`config.mk`:
```
export PLATFORM = sky130hd
export DESIGN_NAME = rx_core
export DESIGN_NICKNAME = d
export VERILOG_FILES = /design/src/rtl/uart_pkg.sv /design/src/rtl/uart_sync.sv /design/src/rtl/rx_core.sv
export SDC_FILE = /design/constraint.sdc
export NUM_CORES = 1
export LEC_CHECK = 0
export CAP_MARGIN = 20
export CORE_MARGIN = 4
export CORE_UTILIZATION = 55
export CTS_CLUSTER_SIZE = 20
export DETAILED_ROUTE_END_ITERATION = 8
export GPL_TIMING_DRIVEN = 0
export PLACE_DENSITY = 0.82
export SLEW_MARGIN = 15
export SYNTH_ARGS = -nofsm -noshare
export SYNTH_HDL_FRONTEND = slang
export SYNTH_SLANG_ARGS = --single-unit
```
`constraint.sdc`:
```
create_clock -name rx_clk -period 4.9 [get_ports rx_clk]
set_clock_uncertainty 0.2 [all_clocks]
set_input_delay 1.225 -clock rx_clk [delete_from_list [all_inputs] [get_ports rx_clk]]
set_output_delay 1.225 -clock rx_clk [all_outputs]
set_load 0.01 [all_outputs]
```
`src/rtl/uart_pkg.sv`:
```
// uart_pkg: definitions shared by the UART receive and transmit engines.
//   UART_DATA_BITS : payload bits per frame (8N1)
//   CLKS_PER_BIT   : default clock cycles per bit period
//   rx_state_t     : receive FSM state encoding
package uart_pkg;

  localparam int UART_DATA_BITS = 8;
  localparam int CLKS_PER_BIT   = 16;

  typedef enum logic [2:0] {
    WAIT_IDLE,
    IDLE,
    START,
    DATA,
    STOP
  } rx_state_t;

endpackage

```
`src/rtl/uart_sync.sv`:
```
// uart_sync: two-flop synchronizer for asynchronous inputs.
//   clk   : destination clock
//   reset : synchronous, active-high; both flops load RST_VAL
//   d     : asynchronous input
//   q     : synchronized output, two clocks behind d
module uart_sync #(
  parameter int   WIDTH   = 1,
  parameter logic RST_VAL = 1'b1
) (
  input  logic             clk,
  input  logic             reset,
  input  logic [WIDTH-1:0] d,
  output logic [WIDTH-1:0] q
);

  logic [WIDTH-1:0] meta;

  always_ff @(posedge clk) begin
    if (reset) begin
      meta <= {WIDTH{RST_VAL}};
      q    <= {WIDTH{RST_VAL}};
    end else begin
      meta <= d;
      q    <= meta;
    end
  end

endmodule

```
`src/rtl/rx_core.sv`:
```
// rx_core: 8N1 UART receiver with a one-entry valid/ready holding register.
//   rx_clk    : sole clock
//   reset     : synchronous, active-high
//   rx        : asynchronous serial line, idle high
//   rx_data   : received byte, stable while rx_valid
//   rx_valid  : holding register full
//   rx_ready  : consumer accept; transfer on rx_valid && rx_ready
//   rx_done   : 1-cycle pulse per frame with a good stop bit
//   frame_err : 1-cycle pulse when the stop bit samples low
//   overrun   : 1-cycle pulse when a good frame is dropped (register full)
module rx_core #(
  parameter int CLKS_PER_BIT = uart_pkg::CLKS_PER_BIT
) (
  input  logic                              rx_clk,
  input  logic                              reset,
  input  logic                              rx,
  output logic [uart_pkg::UART_DATA_BITS-1:0] rx_data,
  output logic                              rx_valid,
  input  logic                              rx_ready,
  output logic                              rx_done,
  output logic                              frame_err,
  output logic                              overrun
);
  import uart_pkg::*;

  localparam int CW = $clog2(CLKS_PER_BIT);
  localparam int H  = CLKS_PER_BIT / 2;
  localparam logic [CW-1:0] HALF_LAST = CW'(H - 1);
  localparam logic [CW-1:0] BIT_LAST  = CW'(CLKS_PER_BIT - 1);

  logic                      rx_s;
  rx_state_t                 state;
  logic [CW-1:0]             baud_cnt;
  logic [2:0]                bit_idx;
  logic [UART_DATA_BITS-1:0] shreg;
  // The synchronizer flops come out of reset holding 1, not the pin. This
  // marks when both stages carry real pin samples, so a line held low
  // through reset is not mistaken for an idle line.
  logic [1:0]                fill_pipe;

  uart_sync #(.WIDTH(1), .RST_VAL(1'b1)) u_sync (
    .clk   (rx_clk),
    .reset (reset),
    .d     (rx),
    .q     (rx_s)
  );

  always_ff @(posedge rx_clk) begin
    if (reset) begin
      state     <= WAIT_IDLE;
      baud_cnt  <= '0;
      bit_idx   <= '0;
      shreg     <= '0;
      fill_pipe <= '0;
      rx_data   <= '0;
      rx_valid  <= 1'b0;
      rx_done   <= 1'b0;
      frame_err <= 1'b0;
      overrun   <= 1'b0;
    end else begin
      rx_done   <= 1'b0;
      frame_err <= 1'b0;
      overrun   <= 1'b0;
      fill_pipe <= {fill_pipe[0], 1'b1};

      // Drain on handshake; a good frame landing this cycle overrides below.
      if (rx_valid && rx_ready) rx_valid <= 1'b0;

      case (state)
        WAIT_IDLE: if (fill_pipe[1] && rx_s) state <= IDLE;

        IDLE: begin
          baud_cnt <= '0;
          if (!rx_s) state <= START;
        end

        START: begin
          if (baud_cnt == HALF_LAST) begin
            baud_cnt <= '0;
            if (rx_s) begin
              state <= IDLE;        // glitch, not a start bit
            end else begin
              state   <= DATA;
              bit_idx <= '0;
            end
          end else begin
            baud_cnt <= baud_cnt + 1'b1;
          end
        end

        DATA: begin
          if (baud_cnt == BIT_LAST) begin
            baud_cnt       <= '0;
            shreg[bit_idx] <= rx_s;
            bit_idx        <= bit_idx + 1'b1;
            if (bit_idx == 3'd7) state <= STOP;
          end else begin
            baud_cnt <= baud_cnt + 1'b1;
          end
        end

        STOP: begin
          if (baud_cnt == BIT_LAST) begin
            baud_cnt <= '0;
            if (rx_s) begin
              state   <= IDLE;
              rx_done <= 1'b1;
              if (!rx_valid || rx_ready) begin
                rx_data  <= shreg;
                rx_valid <= 1'b1;
              end else begin
                overrun <= 1'b1;
              end
            end else begin
              state     <= WAIT_IDLE;
              frame_err <= 1'b1;
            end
          end else begin
            baud_cnt <= baud_cnt + 1'b1;
          end
        end

        default: state <= WAIT_IDLE;
      endcase
    end
  end

endmodule

```
==> summary.md, run 1 <==
| Metric | Value |
|---|---|
| Status | `completed` |
| Setup ws final | `approximately 2.1 ns` |
| CTS root buf | `clkbuf_4` |
| Largest net degree at the start of global routing | `12` |
| Netlist cell types | `43` |
| DRC viols | `0` |
| Die footprint | `just under 0.004 sq mm` |
| Clk network pwr share | `a little over a third` |
| RSZ-0062 raised after global routing | `false` |
| Minimum clock period | `between 2 and 3 ns` |
| Met2 Usage GRT | `~31%` |
| Internal Power | `roughly 0.36 mW` |
| Clock transition at path regs | `roughly 0.1 ns` |
| Antenna-violating nets left | `0` |
| CTS Buffer Depth | `2` |
| Area growth syn-to-layout | `15.3%` |
| Final Hold Viols | `0` |
| Crit path DAT | `roughly 2.8 ns` |
| First-pass GRT wire length | `~6200 microns` |
| All-layer global routing usage | `a little under 20%` |
| Busiest layer in global routing | `met2` |
| VDD IR-drop max | `0.228 mV` |
| Setup TNS | `0 ns` |
| Max-cap viol count | `0` |
| NetSw | `about 0.11 mW` |
| Syn_nets | `~190` |
| Logic pwr share | `5.3%` |
| EDFF count, synth | `0` |
| Min-delay worst type | `reg2reg` |
| Nets | `about 210` |
| Remaining Overflow, GRT | `0` |
| Worst skew pair latency | `approximately 0.34 ns` |
| Path type of the worst setup path | `in2reg` |
| I/O pin total | `16` |
| Power Density | `approximately 250 mW/mm^2` |
| Initial antenna violation count | `0` |
| Vias in the first global route | `between 1k and 1.5k` |
| Post-synthesis cell area | `about 0.0017 sq mm` |
| Finished Core Util | `between 60% and 70%` |
| Nature of the critical path startpoint | `input port` |
| Flop2flop setup slack | `2.83 ns` |
| LEAKAGE | `between 0.7 and 0.8 nW` |
| Final period util | `between 50% and 60%` |
| Critical path peak fanout | `10` |
| Placer Congestion | `slightly below 1` |
| Synth Register Bits | `34` |
| CTS sink cnt | `34` |
| DIE WIDTH | `around 63 microns` |
| Number of H-tree levels | `2` |
| Met3 Use GR | `5.94%` |
| # rows | `19` |
| Flop pwr share | `around 60%` |
| Slew Limit Fails | `0` |
| Sw frac | `between 20% and 30%` |
| Starting Density | `roughly three fifths` |
| Yosys warns | `0` |
| DRT iter0 DRCs | `between 60 and 70` |
| CTS resizes | `0` |
| CTS buffer count | `5` |
| Die Span Y | `62.8 microns` |
| Req. time, crit path | `about 5 ns` |
| 1st-pass router iterations | `4` |
| Top_reg_cell synth | `dfxtp_1` |
| Register area share after synthesis | `41.2%` |
| Asr flop ratio synth | `0%` |
| Vias per Instance | `around 5.9` |
| Final HPWL DP | `around 2600 microns` |
| Relative slew slack | `a little over three fifths` |
| Post-CTS setup buffers | `0` |
| Layout cells sized above 1 | `between 10% and 20%` |
| Routed WL | `3560 microns` |
| Setup-failing EPs final | `0` |
| Inserted Diodes | `0` |
| Via count | `about 1.4k` |
| Hold_buf cts | `0` |
| Synth Instances | `180` |
| CTS tree | `yes` |
| # port buffers | `15` |
| DP Worst Slack | `~1.8 ns` |
| Core footprint | `roughly 0.0028 sq mm` |
| Endpoint class of the critical path | `flop` |
| Wire per inst | `15.2 microns` |
| Met1 Use GR | `about 26%` |
| Fmax | `roughly 360 MHz` |
| Worst-margin pin slew | `0.559 ns` |
| Syn avg cell area | `9.18 sq um` |
[cells in the mapped netlist, types with 2 or more instances]
| cell type | instances | area (sq um) |
|---|---|---|
| a21oi_1 | 8 | 40.0 |
| nand2_1 | 10 | 37.5 |
| ha_1 | 3 | 37.5 |
| or3_1 | 2 | 12.5 |
| a211oi_1 | 2 | 15.0 |
| or2_2 | 2 | 12.5 |
| nand4_1 | 2 | 12.5 |
| nand2b_1 | 7 | 43.8 |
| nor3_1 | 6 | 30.0 |
| nor2b_1 | 2 | 12.5 |
| nand3_1 | 8 | 40.0 |
| inv_1 | 6 | 22.5 |
| o21ai_0 | 2 | 10.0 |
| mux2i_1 | 18 | 180 |
| a211o_1 | 3 | 26.3 |
| dfxtp_1 | 34 | 681 |
| nor4_1 | 2 | 12.5 |
| buf_2 | 6 | 30.0 |
| nor4_2 | 4 | 50.1 |
| a22oi_1 | 2 | 15.0 |
| nand4_4 | 2 | 42.5 |
| nor2_1 | 25 | 93.8 |
| clkbuf_1 | 4 | 15.0 |
[registers in the layout, indices dropped and copies added (netlist names)]
signal       cells
baud_cnt         4
bit_idx          3
fill_pipe        2
frame_err        1
overrun          1
rx_data          8
rx_done          1
rx_valid         1
shreg            8
state            3
u_sync.meta      1
u_sync.q         1
[per-stage QoR]
| stage | instances | hold WS [ns] | power, mW | area (sq um) |
|---|---|---|---|---|
| floorplan | 180 | 0.189 | 0.305 | 1650 |
| global placement | 226 | 0.195 | 0.313 | 1840 |
| detailed placement | 226 | 0.202 | 0.314 | 1840 |
| CTS | 234 | 0.230 | 0.474 | 1900 |
| global route | 234 | 0.244 | 0.495 | 1900 |
| finish | 234 | 0.223 | 0.472 | 1900 |
[critical path, stage by stage]
cell	delay, ns
clkdlybuf4s50_1	0.55
clkbuf_1	0.38
clkbuf_1	0.48
nor2_1	0.12
[layout by cell type (no fill, tap or decap), types with 2 or more instances in the layout]
master / synthesis / final
clkdlybuf4s50_1: 0 / 15
ha_1: 3 / 3
mux2i_1: 18 / 18
or2_2: 2 / 2
nor3_1: 6 / 6
a21oi_1: 8 / 8
nor2b_1: 2 / 2
or3_1: 2 / 2
nor4_2: 4 / 4
nand2_1: 10 / 10
a22oi_1: 2 / 2
dfxtp_1: 34 / 34
nor2_1: 25 / 25
nand4_4: 2 / 2
clkbuf_1: 4 / 4
a211o_1: 3 / 3
nand2b_1: 7 / 7
nor4_1: 2 / 2
inv_1: 6 / 6
o21ai_0: 2 / 2
nand4_1: 2 / 2
nand3_1: 8 / 8
buf_2: 6 / 6
a211oi_1: 2 / 2
clkbuf_4: 0 / 5
[layout make-up]
cell class,instances,area [sq um]
tap,31,38.8
clock buffer,6,51.3
multi-input combinational,129,900
timing repair buffer,15,150
fill,237,901
inverter,6,22.5
buffer,11,48.8
sequential,34,681
clock inverter,2,12.5
[power groups by stage]
stage	Sequential (mW)	Clock (mW)	Combinational (mW)
after floorplan	0.288	0	0.0169
after global placement	0.289	0	0.0238
after detailed placement	0.289	0	0.0247
after CTS	0.283	0.167	0.0249
after global routing	0.283	0.184	0.0272
final	0.283	0.164	0.0250
[cell families (layout without fill, tap and decap cells)]
group | count (synthesis) | after routing | share of synthesized area, %
and+or+nand+nor | 78 | 78 | 27.7
adders and majority gates | 3 | 3 | 2.27
muxes | 19 | 19 | 11.6
buffers and inverters | 17 | 40 | 4.32
AOI/OAI and AO/OA | 28 | 28 | 12.3
xor gates and xnor gates | 1 | 1 | 0.530
DFF | 34 | 34 | 41.2
[per-layer routing]
| layer | up-vias | wire, microns | share of wire, % |
|---|---|---|---|
| met5 | - | 0 | 0 |
| met4 | 0 | 31 | 0.87 |
| met3 | 4 | 254 | 7.1 |
| met2 | 52 | 1690 | 47 |
| met1 | 640 | 1590 | 45 |
| li1 | 690 | - | - |
[path summary, 6_finish.rpt]
check	to	depth (start not counted)	startpoint
worst max-delay path	rx_data[2]	4	reset
worst min-delay path	u_sync.q	1	u_sync.meta
worst max register to register	baud_cnt[0]	6	baud_cnt[1]
worst min register to register	u_sync.q	1	u_sync.meta
(Power assumes the default switching activity.)
==> inputs of run 2 (changes only) <==
==> constraint.sdc (replaced) <==
create_clock -name rx_clk -period 2.8 [get_ports rx_clk]
set_clock_uncertainty 0.2 [all_clocks]
set_input_delay 0.7 -clock rx_clk [delete_from_list [all_inputs] [get_ports rx_clk]]
set_output_delay 0.7 -clock rx_clk [all_outputs]
set_load 0.01 [all_outputs]
==> results of run 2 <==
Same layout as run 1 (identical final DEF). Status: completed.
Main changes from that run: setup slack after placement 1.77 ns -> 0.193 ns; setup slack after layout 2.14 ns -> 0.568 ns; register-to-register setup slack 2.83 ns -> 0.73 ns; total power 0.472 mW -> 0.826 mW; worst IR drop on VDD 0.228 mV -> 0.399 mV
